[config.mk]
export PLATFORM = sky130hd
export DESIGN_NAME = pc_return_stack_flat
export DESIGN_NICKNAME = d
export VERILOG_FILES = /design/src/rtl/pc_stack_pkg.sv /design/src/rtl/pc_return_stack_if.sv /design/src/rtl/pc_stack_mem.sv /design/src/rtl/pc_return_stack.sv /design/src/flat_wrapper.sv
export SDC_FILE = /design/constraint.sdc
export NUM_CORES = 1
export LEC_CHECK = 0
export ABC_AREA = 0
export CAP_MARGIN = 20
export CORE_MARGIN = 3
export CORE_UTILIZATION = 57
export DETAILED_ROUTE_END_ITERATION = 7
export PLACE_DENSITY = 0.83
export SYNTH_ARGS = -nofsm -noshare
export SYNTH_HDL_FRONTEND = slang
export SYNTH_SLANG_ARGS = --single-unit
[constraint.sdc]
create_clock -name clk -period 5.3 [get_ports clk]
set_input_delay 0.53 -clock clk [delete_from_list [all_inputs] [get_ports clk]]
set_output_delay 0.53 -clock clk [all_outputs]
set_load 0.01 [all_outputs]
[src/rtl/pc_stack_pkg.sv]
// Shared types and sizing helpers for the PC return-address stack.
package pc_stack_pkg;

  typedef enum logic [1:0] {
    EMPTY,
    ACTIVE,
    FULL
  } stack_state_e;

  localparam int unsigned PC_ADDR_W = 5;
  localparam int unsigned PC_DEPTH  = 4;

  function automatic int unsigned clog2(input int unsigned v);
    int unsigned r;
    r = 0;
    while ((64'd1 << r) < 64'(v)) r++;
    return r;
  endfunction

endpackage

[src/rtl/pc_return_stack_if.sv]
// Push handshake, pop request/response and status bundle of the return stack.
interface pc_return_stack_if
  import pc_stack_pkg::*;
#(
  parameter int unsigned ADDR_W = PC_ADDR_W,
  parameter int unsigned CNT_W  = clog2(PC_DEPTH + 1)
) ();

  logic              push_valid;
  logic              push_ready;
  logic [ADDR_W-1:0] push_addr;
  logic              pop_req;
  logic              pop_valid;
  logic [ADDR_W-1:0] pop_addr;
  logic [CNT_W-1:0]  count;
  logic              empty;
  logic              full;
  logic              overflow_err;
  logic              underflow_err;

  modport master (
    output push_valid, push_addr, pop_req,
    input  push_ready, pop_valid, pop_addr, count, empty, full,
           overflow_err, underflow_err
  );

  modport slave (
    input  push_valid, push_addr, pop_req,
    output push_ready, pop_valid, pop_addr, count, empty, full,
           overflow_err, underflow_err
  );

endinterface

[src/rtl/pc_stack_mem.sv]
// Unreset register array: one write port, one combinational read port.
module pc_stack_mem
  import pc_stack_pkg::*;
#(
  parameter int unsigned ADDR_W = PC_ADDR_W,
  parameter int unsigned DEPTH  = PC_DEPTH,
  parameter int unsigned AW     = clog2(DEPTH)
) (
  input  logic              clk,
  input  logic              we,
  input  logic [AW-1:0]     waddr,
  input  logic [ADDR_W-1:0] wdata,
  input  logic [AW-1:0]     raddr,
  output logic [ADDR_W-1:0] rdata
);

  logic [ADDR_W-1:0] r_mem [DEPTH];

  always_ff @(posedge clk) begin
    if (we) r_mem[waddr] <= wdata;
  end

  assign rdata = r_mem[raddr];

endmodule

[src/rtl/pc_return_stack.sv]
// LIFO of return addresses for the PC sequencer: push on call, pop on return.
module pc_return_stack
  import pc_stack_pkg::*;
#(
  parameter int unsigned ADDR_W = PC_ADDR_W,
  parameter int unsigned DEPTH  = PC_DEPTH,
  parameter int unsigned CNT_W  = clog2(DEPTH + 1)
) (
  input  logic              clk,
  input  logic              reset,
  pc_return_stack_if.slave  bus
);

  localparam int unsigned AW = clog2(DEPTH);

  stack_state_e      r_state, w_state_nxt;
  logic [CNT_W-1:0]  r_count, w_count_nxt;
  logic              r_empty, r_full;
  logic              r_pop_valid;
  logic [ADDR_W-1:0] r_pop_addr;
  logic              r_ovf, r_udf;

  logic              w_push_ready, w_push, w_pop, w_ovf, w_udf;
  logic [AW-1:0]     w_waddr, w_raddr;
  logic [ADDR_W-1:0] w_rdata;

  pc_stack_mem #(
    .ADDR_W (ADDR_W),
    .DEPTH  (DEPTH),
    .AW     (AW)
  ) u_mem (
    .clk   (clk),
    .we    (w_push),
    .waddr (w_waddr),
    .wdata (bus.push_addr),
    .raddr (w_raddr),
    .rdata (w_rdata)
  );

  always_ff @(posedge clk or posedge reset) begin
    if (reset) r_state <= EMPTY;
    else       r_state <= w_state_nxt;
  end

  always_comb begin
    w_state_nxt = r_state;
    unique case (r_state)
      EMPTY:  if (w_push) w_state_nxt = ACTIVE;
      ACTIVE: begin
        if (w_push && !w_pop && r_count == CNT_W'(DEPTH - 1))
          w_state_nxt = FULL;
        else if (w_pop && !w_push && r_count == CNT_W'(1))
          w_state_nxt = EMPTY;
      end
      FULL:   if (w_pop && !w_push) w_state_nxt = ACTIVE;
      default: w_state_nxt = EMPTY;
    endcase
  end

  // A combined push+pop reads the old top and rewrites the same slot.
  always_comb begin
    w_push_ready = (r_state != FULL) | bus.pop_req;
    w_push       = bus.push_valid & w_push_ready;
    w_pop        = bus.pop_req & (r_state != EMPTY);
    w_ovf        = bus.push_valid & ~w_push_ready;
    w_udf        = bus.pop_req & (r_state == EMPTY);
    w_raddr      = AW'(r_count) - AW'(1);
    w_waddr      = w_pop ? w_raddr : AW'(r_count);
    w_count_nxt  = r_count;
    if (w_push && !w_pop)      w_count_nxt = r_count + CNT_W'(1);
    else if (w_pop && !w_push) w_count_nxt = r_count - CNT_W'(1);
  end

  always_ff @(posedge clk or posedge reset) begin
    if (reset) begin
      r_count     <= '0;
      r_empty     <= 1'b1;
      r_full      <= 1'b0;
      r_pop_valid <= 1'b0;
      r_pop_addr  <= '0;
      r_ovf       <= 1'b0;
      r_udf       <= 1'b0;
    end else begin
      r_count     <= w_count_nxt;
      r_empty     <= (w_count_nxt == '0);
      r_full      <= (w_count_nxt == CNT_W'(DEPTH));
      r_pop_valid <= w_pop;
      r_ovf       <= w_ovf;
      r_udf       <= w_udf;
      if (w_pop) r_pop_addr <= w_rdata;
    end
  end

  assign bus.push_ready    = w_push_ready;
  assign bus.pop_valid     = r_pop_valid;
  assign bus.pop_addr      = r_pop_addr;
  assign bus.count         = r_count;
  assign bus.empty         = r_empty;
  assign bus.full          = r_full;
  assign bus.overflow_err  = r_ovf;
  assign bus.underflow_err = r_udf;

endmodule

[src/flat_wrapper.sv]
// flat-port wrapper written by rule: the top's interface ports become plain ports
module pc_return_stack_flat import pc_stack_pkg::*;
#(
  parameter int unsigned ADDR_W = PC_ADDR_W,
  parameter int unsigned DEPTH  = PC_DEPTH,
  parameter int unsigned CNT_W  = clog2(DEPTH + 1)
)
  (clk, reset, bus_push_valid, bus_push_addr, bus_pop_req, bus_push_ready, bus_pop_valid, bus_pop_addr, bus_count, bus_empty, bus_full, bus_overflow_err, bus_underflow_err);
  pc_return_stack_if #(.ADDR_W(ADDR_W), .CNT_W(CNT_W)) bus_i ();
  input  logic clk;
  input  logic reset;
  input wire logic [$bits(bus_i.push_valid)-1:0] bus_push_valid;
  input wire logic [$bits(bus_i.push_addr)-1:0] bus_push_addr;
  input wire logic [$bits(bus_i.pop_req)-1:0] bus_pop_req;
  output wire logic [$bits(bus_i.push_ready)-1:0] bus_push_ready;
  output wire logic [$bits(bus_i.pop_valid)-1:0] bus_pop_valid;
  output wire logic [$bits(bus_i.pop_addr)-1:0] bus_pop_addr;
  output wire logic [$bits(bus_i.count)-1:0] bus_count;
  output wire logic [$bits(bus_i.empty)-1:0] bus_empty;
  output wire logic [$bits(bus_i.full)-1:0] bus_full;
  output wire logic [$bits(bus_i.overflow_err)-1:0] bus_overflow_err;
  output wire logic [$bits(bus_i.underflow_err)-1:0] bus_underflow_err;
  assign bus_i.push_valid = bus_push_valid;
  assign bus_i.push_addr = bus_push_addr;
  assign bus_i.pop_req = bus_pop_req;
  assign bus_push_ready = bus_i.push_ready;
  assign bus_pop_valid = bus_i.pop_valid;
  assign bus_pop_addr = bus_i.pop_addr;
  assign bus_count = bus_i.count;
  assign bus_empty = bus_i.empty;
  assign bus_full = bus_i.full;
  assign bus_overflow_err = bus_i.overflow_err;
  assign bus_underflow_err = bus_i.underflow_err;
  pc_return_stack #(.ADDR_W(ADDR_W), .DEPTH(DEPTH), .CNT_W(CNT_W)) u_core (.clk(clk), .reset(reset), .bus(bus_i));
endmodule
==> impl_metrics.ini, run 1 <==
[timing]
max_freq_mhz = 376
hold_viol = 0
timing.final.crit_period_ns = 2.66
setup-tns-final_ns = 0
slew_violations = 0
fin_crit_sh = 0.501
setup_violations = 0
slew_headroom = 0.570
worst_pin_slew_ns = 0.646
holdWs_ns = 0.512
setup_slack_ns = 2.64
fin_skew_ns = 0.00852
grt_setup_unrepaired = false

[flow_run]
maxCapViolations = 0

[routing]
avgViaCountPerCell = 6.10
vias = 1024
dr.pass1.iters = 4
wirelength_um = 3000
wire_per_inst_um = 17.9
drtIter0Drc = 44
drc = 0
drtAntennaViolNets = 0

[setup_path]
worstSetupStartpointType = input port
path_class = in2out
cpPeakStageDelay_ns = 0.68
startpoint = bus_pop_req
crit_path_frequent_cell = clkdlybuf4s50_1
crit_fanout = 14
worstPathArrival_ns = 2.13
critPathCaptureType = output pin
critical-path-top-delay-family = buffers and inverters
crit_required_ns = 4.77
cp_cell_sequence = clkdlybuf4s50_1 > or2_2 > clkdlybuf4s50_1
path_buf_inv = 2
worstReg2RegStart = u_core.bus.count[0]
critPathSlowestCell = clkdlybuf4s50_1

[global_routing]
antenna_found_initial = 0
grt_pass1_wl_um = 4910
grt_pass1_vias = 1017
grt_max_degree = 21
grtUsageTotal = 0.198
overflow = 0

[floorplan]
coreArea_sq_um = 2590
ios = 23
initial_core_util = 0.631
die-height_um = 59.6
row_count = 18
die_area_sq_um = 3550
die_w_um = 59.6

[clock_network]
postCtsHoldBufs = 0
clk_pin_slew_ns = 0.10
clockBufferDepth = 2
cts_buffers = 5
cts_setup_buffers = 0
root_buffer = clkbuf_4
cts_tree = built
cts_resized = 0
clk_latency_ns = 0.35
cts.htree.levels = 2
clkSinkCount = 35

[synthesis]
synth_edf_count = 20
synth_fa_ha_area_frac = 0.0306
synthCells = 115
synthArstFlopShare = 0.429
yosysTopAreaCell = edfxtp_1
synthTopCellsByArea = edfxtp_1 (37%), dfrtp_1 (21%), mux4_2 (6.9%)
synth.most_common_cell = edfxtp_1
syn_avg_cell_area_sq_um = 14.2
synth_nets = 128
synth_compound_area_frac = 0.0918
synth.area.mux_share = 0.116
synth_xor_area_frac = 0.0161
ys_seq_elements = 35
synth_top_cell_area_share = 0.367
synth-simple-area-share = 0.103
synth_ff_type = edfxtp_1
synthesis.area_sq_um = 1640
synth_top_family_by_area = multiplexers
seq_area_frac_synth = 0.598
yosys-top-cells-count = edfxtp_1 (20), dfrtp_1 (14), nor2_1 (8)
ys_warn_count = 0
yosysUniqueCellTypes = 39

[final_layout]
area_growth_pct = 17.8
drive_above_1_share = 0.196
fin_cells = 168
nets = 150
diodes = 0
finish.utilization = 0.744

[placement]
dp_hpwl_um = 2060
gpl.final_weighted_congestion = 0.813
place_inst = 160
port_buffers = 22
dpl_worst_slack_ns = 2.56

[pwr]
seqPwrFrac = 0.426
p_sw_frac = 0.330
irDropWorstVdd_mv = 0.359
p_int_w = 0.000702
p_comb_frac = 0.391
pwr-share-clk = 0.183
power_leakage_nw = 0.746
switchingPower_w = 0.000345
powerDensity_nw_per_um2 = 543

[status]
status = finished clean

[hold_path]
hp-class = reg2reg
min_from = u_core.bus.pop_addr[4]
==> routing by layer <==
metal | share of wire | track usage
met5 | 0 | 0
met4 | 0.016 | 0.0854
met3 | 0.068 | 0.0697
met2 | 0.51 | 0.320
met1 | 0.40 | 0.240
==> flip-flops by register name, summed over array words and instances, names as in the netlist <==
name,flops
u_core.u_mem.r_mem,20
u_core.bus.pop_addr,5
u_core.bus.count,3
u_core.r_state,2
u_core.bus.empty,1
u_core.bus.full,1
u_core.bus.overflow_err,1
u_core.bus.pop_valid,1
u_core.bus.underflow_err,1
==> worst register-to-register path, stage by stage (launching register included) <==
cell	delay [ns]
dfrtp_1	0.77
inv_1	0.14
ha_1	0.55
mux2_2	0.23
mux2i_1	0.07
a221oi_1	0.57
nor3b_2	0.09
==> placed cells by master, fill, tap and decap left out, types with 2 or more instances in the layout <==
cell / synthesis / routed
nor2_1: 8 / 8
o21ai_0: 5 / 5
nand2_1: 2 / 2
and2_1: 2 / 2
nand2b_1: 2 / 2
or2_2: 2 / 2
mux2_2: 6 / 6
nand3_1: 2 / 2
edfxtp_1: 20 / 20
dfrtp_1: 14 / 14
nand3b_1: 2 / 2
mux4_2: 5 / 5
inv_1: 7 / 7
nor3_1: 2 / 2
xor2_1: 2 / 2
clkbuf_4: 0 / 5
a21oi_1: 2 / 2
clkdlybuf4s50_1: 0 / 22
ha_1: 4 / 4
a31oi_1: 3 / 3
==> area by class of cell <==
type	instances	area, sq um
clock buffer	5	37.5
clock inverter	3	42.5
fill	184	663
inverter	7	26.3
multi-input combinational	66	586
sequential	35	977
tap	30	37.5
timing repair buffer	22	220
==> power groups by stage <==
stage	clock network, W	logic (W)	registers [W]
floorplan	0	0.000280	0.000434
global placement	0	0.000400	0.000446
detailed placement	0	0.000411	0.000451
CTS	0.000194	0.000414	0.000445
global route	0.000207	0.000449	0.000456
finish	0.000191	0.000410	0.000446
==> cell families (layout without fill, tap and decap cells) <==
group	Yosys count	after routing
AND/OR/NAND/NOR	27	27
adder cells (fa/ha/maj)	4	4
flip-flops	35	35
AO/OA/AOI/OAI	20	20
multiplexers	12	12
XOR/XNOR	3	3
buffers and inverters	14	37
==> path summary, 6_finish.rpt <==
path	slack, ns	endpoint	depth (start not counted)
setup reg to reg	2.77	u_core.bus.full	6
hold / removal	0.51	u_core.bus.pop_addr[4]	1
hold reg to reg	0.51	u_core.bus.pop_addr[4]	1
max in group asynchronous	4.40	u_core.bus.pop_addr[3]	2
min in group asynchronous	0.52	u_core.r_state[0]	2
setup / recovery	2.64	bus_push_ready	3
==> through the flow <==
step	area, sq um	power (W)
after global placement	1850	0.000846
after floorplan	1640	0.000715
final	1930	0.00105
after CTS	1930	0.00105
after global routing	1930	0.00111
after detailed placement	1850	0.000861
(Power assumes the default switching activity.)
==> inputs of run 2 (changes only) <==
- CORE_UTILIZATION: 57 -> 53
- PLACE_DENSITY: 0.83 -> 0.78
- clock period: 5.3 -> 2.6 ns (I/O delays scaled with it)
==> impl_metrics.ini, run 2 (synthesis gave the netlist of run 1 again) <==
[floorplan]
ios = 23
initial_core_util = 0.573
die_w_um = 61.5
row_count = 19
die-height_um = 61.5
die_area_sq_um = 3790
coreArea_sq_um = 2850

[pwr]
power_leakage_nw = 0.786
p_comb_frac = 0.405
irDropWorstVdd_mv = 0.539
pwr-share-clk = 0.213
switchingPower_w = 0.000699
seqPwrFrac = 0.382
p_int_w = 0.00157
powerDensity_nw_per_um2 = 1140
p_sw_frac = 0.309

[clock_network]
cts.htree.levels = 2
clkSinkCount = 35
clockBufferDepth = 2
cts_resized = 0
cts_buffers = 5
clk_latency_ns = 0.34
cts_setup_buffers = 0
cts_tree = built
clk_pin_slew_ns = 0.11
postCtsHoldBufs = 0
root_buffer = clkbuf_4

[timing]
grt_setup_unrepaired = false
slew_headroom = 0.594
hold_viol = 0
timing.final.crit_period_ns = 2.24
setup_violations = 0
slew_violations = 0
worst_pin_slew_ns = 0.610
max_freq_mhz = 446
fin_skew_ns = 0.0129
fin_crit_sh = 0.863
setup-tns-final_ns = 0

[setup_path]
cpPeakStageDelay_ns = 0.66
worstSetupStartpointType = flip-flop
crit_fanout = 12
path_class = reg2out
path_buf_inv = 1
critPathCaptureType = output pin
worstPathArrival_ns = 1.98
critical-path-top-delay-family = flip-flops
crit_required_ns = 2.34
cp_cell_sequence = nand2b_1 > or2_2 > clkdlybuf4s50_1
critPathSlowestCell = dfrtp_1

[routing]
avgViaCountPerCell = 5.78
wirelength_um = 2980
drtIter0Drc = 44
drtAntennaViolNets = 0
wire_per_inst_um = 17.0
vias = 1012
drc = 0
dr.pass1.iters = 4

[final_layout]
n_fill_cell = 215
layout_common_cells = clkdlybuf4s50_1 (22), edfxtp_1 (20), dfrtp_1 (14), nor2_1 (8), inv_1 (7)
layout_commonest_cell = clkdlybuf4s50_1
largest_reg_flops = 20
finish.utilization = 0.699
seq_area_sq_um = 977
fin_cells = 175
multi_input_area_sq_um = 586
top_register = u_core.u_mem.r_mem
diodes = 0
area_growth_pct = 22.0
drive_above_1_share = 0.229
nets = 156

[global_routing]
grtUsageTotal = 0.188
grt_pass1_vias = 990
overflow = 0
grt_max_degree = 16
grt_pass1_wl_um = 4800
antenna_found_initial = 0

[status]
status = finished clean

[placement]
gpl.final_weighted_congestion = 0.828
port_buffers = 22
place_inst = 167
dp_hpwl_um = 2150

[flow_run]
maxCapViolations = 0

[hold_path]
hp-class = in2async
run 2: area by class of cell:
class	count	area share
Clock buffer	6	0.0207
Clock inverter	2	0.0301
Inverter	7	0.0132
Multi-Input combinational cell	66	0.294
Sequential cell	35	0.490
Tap cell	31	0.0194
Timing Repair Buffer	28	0.133
run 2: power by group through the flow:
stage / clock network [W] / registers (W) / logic, W
finish: 0.000482 / 0.000865 / 0.000917
global route: 0.000513 / 0.000889 / 0.00101
CTS: 0.000492 / 0.000866 / 0.000931
detailed placement: 0 / 0.000876 / 0.000928
global placement: 0 / 0.000870 / 0.000898
floorplan: 0 / 0.000886 / 0.000571
run 2: per-stage QoR:
stage               power (W)  setup slack (ns)  cell area [sq um]  hold slack, ns
CTS                   0.00229             0.359               1990           0.262
floorplan             0.00146             0.547               1640           0.161
global placement      0.00177             0.389               1890           0.495
finish                0.00226             0.357               1990           0.261
detailed placement    0.00180             0.301               1890           0.498
global route          0.00241             0.231               1990           0.286
run 2: path summary, 6_finish.rpt:
path                                         from                      to  slack, ns  depth (start not counted)
max                             u_core.r_state[1]          bus_push_ready       0.36                          3
min                                         reset     u_core.bus.count[0]       0.26                          2
max reg2reg                   u_core.bus.count[1]         u_core.bus.full       0.36                          6
min reg2reg                u_core.bus.pop_addr[2]  u_core.bus.pop_addr[2]       0.52                          1
max in group asynchronous                   reset  u_core.bus.pop_addr[3]       1.95                          2
min in group clk           u_core.bus.pop_addr[2]  u_core.bus.pop_addr[2]       0.52                          1
run 2: worst register-to-register path, stage by stage, from the launching register on:
cell      delay, ns
dfrtp_1        0.49
inv_1          0.10
ha_1           0.54
mux2_2         0.23
mux2i_1        0.07
a221oi_1       0.60
nor3b_2        0.09
run 2: per-layer routing:
metal	wire (um)	vias up	track usage
li1	-	480	-
met1	1250	491	0.219
met2	1510	31	0.309
met3	134	10	0.0524
met4	78	0	0.109
met5	0	-	0
==> patch 1: new RTL, config.mk and constraints of run 2 <==
The package constant `PC_ADDR_W` goes from 5 to 4.
--- a/src/rtl/pc_stack_pkg.sv
+++ b/src/rtl/pc_stack_pkg.sv
@@ -7,7 +7,7 @@
     FULL
   } stack_state_e;
 
-  localparam int unsigned PC_ADDR_W = 5;
+  localparam int unsigned PC_ADDR_W = 4;
   localparam int unsigned PC_DEPTH  = 4;
 
   function automatic int unsigned clog2(input int unsigned v);
Interface: changed (resized bus_pop_addr and bus_push_addr); port bits go from 23 to 21. The function was not compared with the original's and may differ.
==> patch 1 against run 2 <==
- cell area fell by 11%
- sequential cell count decreased by 5
- routed wire length decreased by 3.4%
- synthesized area down 9.2%
- power is 13% lower
- first-iteration DRC count decreased by 14%
- worst setup slack better by 36 ps
==> patch 1: results (changes against run 2) <==
[cts]
path_clk_slew_ps=90  ; -20 ps
post_cts_resize_count=0  ; unchanged
clockRootBuffer=clkbuf_4

[finish]
multi_input_cells=80  ; +21%
largest_reg_flops=16  ; -20%
buffers=22  ; -21%
regArea_sq_um=832  ; -15%
multiInputGateArea_sq_um=563  ; -3.8%
layout.nets=158  ; +1.3%
clk_share=0.0570  ; +0.00619
drive_gt1_frac=0.136  ; -0.0931
top_register=u_core.u_mem.r_mem
inverters_excl_clock=7  ; unchanged
instances_no_fill=177  ; +1.1%
area_growth_pct=19.7
fillers=196  ; -8.8%
buffer_area_frac=0.121  ; -0.0120

[route]
vias=1024  ; +1.2%
drt_iter0_markers=38  ; -14%
drt_first_pass_iters=4  ; unchanged
wl_per_cell_microns=16.2  ; -4.5%

[yosys]
synth.distinct_cells=41  ; +5.1%
ys_seq_area_frac=0.560  ; -0.0373
synth_compound_area_frac=0.0935  ; +0.00170
synth_adder_area_share=0.0337  ; +0.00309
synthFlopType=edfxtp_1
synth_top_cells_by_area=edfxtp_1 (32%), dfrtp_1 (22%), mux4_2 (6.1%), nand2_1 (3.5%), ha_1 (3.4%)
synthesis.nets=136  ; +6.3%
synth.ff_latch_count=30  ; -14%
synthTopCellsByCount=edfxtp_1 (16), nand2_1 (14), dfrtp_1 (13)
avgSynthCellArea_sq_um=12.0  ; -16%
synth-async-reset-ratio=0.467  ; +0.0381
synth-edff-count=16  ; -20%
muxShareOfSynthArea=0.0842  ; -0.0321
yosysWarnings=0  ; unchanged
synth_xor_area_frac=0.0118  ; -0.00427

[global_route]
grt_max_degree=18  ; +2
grt_first_pass_wirelength_microns=4790  ; -0.15%
grtUsageTotal=0.191  ; +0.00258
grt_pass1_vias=984  ; -0.61%

[timing]
skew_ps=4.12  ; -8.82 ps
tightest_slew_ps=862  ; +253 ps

[placement]
preCtsSetupSlack_ps=408  ; +106 ps
gp_congestion=0.791  ; -4.5%
place_area_sq_um=1680  ; -11%
hpwl_microns=2070  ; -3.9%
placed_cells=169  ; +1.2%
numPortBuffers=20  ; -9.1%

[worst_setup_path]
crit_path_max_fanout=11  ; -1
cpMaxStageDelayCell=o21ai_1
crit_arrival_ps=2210  ; +230 ps
cpPeakStageDelay_ps=740  ; +80 ps
reg2reg_depth=5  ; -1
crit_family=compound AO/OA/AOI/OAI gates

[power_and_ir_drop]
ir_worst_vdd_uv=724  ; +34%
p_per_area_nw_per_um2=1110  ; -2.7%
p_leak_nw=0.718  ; -8.7%

[outcome]
status=finished clean

## patch 1: final timing paths
check	to	slack (ps)	startpoint
worst max-delay path	u_core.u_mem.r_mem[0][1]	390	u_core.r_state[0]
worst min-delay path	u_core.bus.pop_addr[1]	260	reset
worst max register to register	u_core.u_mem.r_mem[0][1]	390	u_core.r_state[0]
worst min register to register	u_core.bus.pop_addr[1]	480	u_core.bus.pop_addr[1]
max in group asynchronous	u_core.bus.empty	1970	reset
min in group clk	u_core.bus.pop_addr[1]	480	u_core.bus.pop_addr[1]
## patch 1: report_power, final
group	switching (mW)	internal (mW)	total, mW
registers	0.0830	0.639	0.722
clock network	0.161	0.296	0.457
logic	0.399	0.387	0.786
## patch 1: routing by layer
| metal | vias to the layer above | track usage | share of wire |
|---|---|---|---|
| met1 | 476 | 0.264 | 0.43 |
| li1 | 491 | - | - |
| met3 | 5 | 0.0724 | 0.086 |
| met5 | - | 0 | 0 |
| met2 | 52 | 0.271 | 0.46 |
| met4 | 0 | 0.0744 | 0.017 |
==> patch 2: new RTL, settings of run 2 <==
Without the edit above. The 3 states of `stack_state_e` get a one-hot encoding in 3 bits.
--- a/src/rtl/pc_stack_pkg.sv
+++ b/src/rtl/pc_stack_pkg.sv
@@ -1,10 +1,10 @@
 // Shared types and sizing helpers for the PC return-address stack.
 package pc_stack_pkg;
 
-  typedef enum logic [1:0] {
-    EMPTY,
-    ACTIVE,
-    FULL
+  typedef enum logic [2:0] {
+    EMPTY  = 3'b001,
+    ACTIVE = 3'b010,
+    FULL   = 3'b100
   } stack_state_e;
 
   localparam int unsigned PC_ADDR_W = 5;
Function: no difference found for any inputs over 10 cycles, from zero or initial values and one cycle with reset high; not proved beyond that.
==> patch 2 against run 2 <==
- worst setup slack lost 70 ps
- combinational power grew 5.7%
- global-route usage shrank 0.74 points
- sequential cell count grew 1
- power shrank 0.27%
- final cell count grew 8.6%
- synthesized area shrank 0.46%
- die area shrank 0.41%
- synthesized cell count grew 15%
- first-iteration DRC count grew 55%
- cell area shrank 1.5%
- routed wire length shrank 2.7%
- largest cell class unchanged
==> patch 2: results (changes against run 2) <==
[cts]
clk_latency_ps=350
cts_setup_buffers=0  ; unchanged
clockBufferDepth=2  ; unchanged

[finish]
layout.nets=171  ; +9.6%
diodes=0  ; unchanged
top_register=u_core.u_mem.r_mem
drive_gt1_frac=0.157  ; -0.0719

[yosys]
synthTopCellsByCount=edfxtp_1 (20), nand2_1 (18), dfrtp_1 (14)
synth_top_cells_by_area=edfxtp_1 (37%), dfrtp_1 (22%), mux4_2 (6.9%), nand2_1 (4.2%), dfstp_2 (3.2%)
synthesis.nets=145  ; +13%
synth.distinct_cells=36  ; -7.7%
avgSynthCellArea_sq_um=12.3  ; -13%
synth-async-reset-ratio=0.444  ; +0.0159
ys_seq_area_frac=0.616  ; +0.0189

[placement]
place_area_sq_um=1880  ; -0.46%
placed_cells=182  ; +9.0%
gp_congestion=0.782  ; -5.6%
preCtsSetupSlack_ps=258  ; -43.5 ps
hpwl_microns=2010  ; -6.5%

[worst_setup_path]
cpPeakStageDelay_ps=590  ; -70 ps
cpMaxStageDelayCell=dfstp_2
crit_path_max_fanout=15  ; +3
crit_family=simple AND/OR/NAND/NOR gates
crit_arrival_ps=2310  ; +330 ps

[power_and_ir_drop]
power_frac_comb=0.429  ; +0.024
netSwitchingPower_mw=0.793  ; +13%
seqPwrFrac=0.396  ; +0.014
ir_worst_vdd_uv=609  ; +13%
p_seq_mw=0.895  ; +3.5%
p_leak_nw=0.773  ; -1.7%

[global_route]
grt_max_degree=18  ; +2
grt_pass1_vias=1017  ; +2.7%
grtUsageTotal=0.181  ; -0.00743
grt_first_pass_wirelength_microns=4710  ; -1.7%

[timing]
slew_headroom=0.598  ; +0.00475
skew_ps=7.18  ; -5.76 ps

[route]
drt_iter0_markers=68  ; +55%
vias_per_cell=5.79  ; +0.11%
drt_wl_total_microns=2900  ; -2.7%
wl_per_cell_microns=15.2  ; -10%

[outcome]
status=finished clean

[hold_path]
hp-class=input pin to asynchronous set/reset pin

[patch 2: cell count changes in the layout (fill, tap and decap cells not counted), sizes merged, moves of 2 or more]
cell,delta
a21oi,+4
a31oi,+2
buf,-3
inv,+3
mux2,-6
nand2,+18
nand3b,-2
nor2,+2
o21ai,-2
xor2,-2
[patch 2: area by class of cell]
class | instances | area [sq um]
Sequential cell | 36 | 1000
Fill cell | 212 | 888
Multi-Input combinational cell | 80 | 562
Timing Repair Buffer | 25 | 243
Clock inverter | 3 | 42.5
Tap cell | 31 | 38.8
Clock buffer | 5 | 37.5
Inverter | 10 | 37.5
[patch 2: kinds of logic after synthesis]
| group | after synthesis | share of synthesized area |
|---|---|---|
| AOI/OAI and AO/OA | 23 | 0.0938 |
| buffers and inverters | 16 | 0.0384 |
| xor gates and xnor gates | 1 | 0.00538 |
| and+or+nand+nor | 47 | 0.146 |
| adders and majority gates | 4 | 0.0307 |
| DFF | 36 | 0.616 |
| muxes | 5 | 0.0692 |
[patch 2: path summary, 6_finish.rpt]
check,startpoint,end,slack (ps),cells after the start
setup / recovery,u_core.r_state[0],u_core.u_mem.r_mem[0][4],290,6
hold / removal,reset,u_core.bus.pop_addr[2],270,2
setup reg to reg,u_core.r_state[0],u_core.u_mem.r_mem[0][4],290,6
hold reg to reg,u_core.bus.pop_addr[0],u_core.bus.pop_addr[0],500,2
max in group asynchronous,reset,u_core.r_state[2],1930,2
min in group clk,u_core.bus.pop_addr[0],u_core.bus.pop_addr[0],500,2
[patch 2: metal layers]
layer | up-vias | routed length, microns | GRT usage
li1 | 529 | - | -
met1 | 531 | 1300 | 0.233
met2 | 33 | 1360 | 0.276
met3 | 7 | 187 | 0.0629
met4 | 0 | 51 | 0.0818
met5 | - | 0 | 0
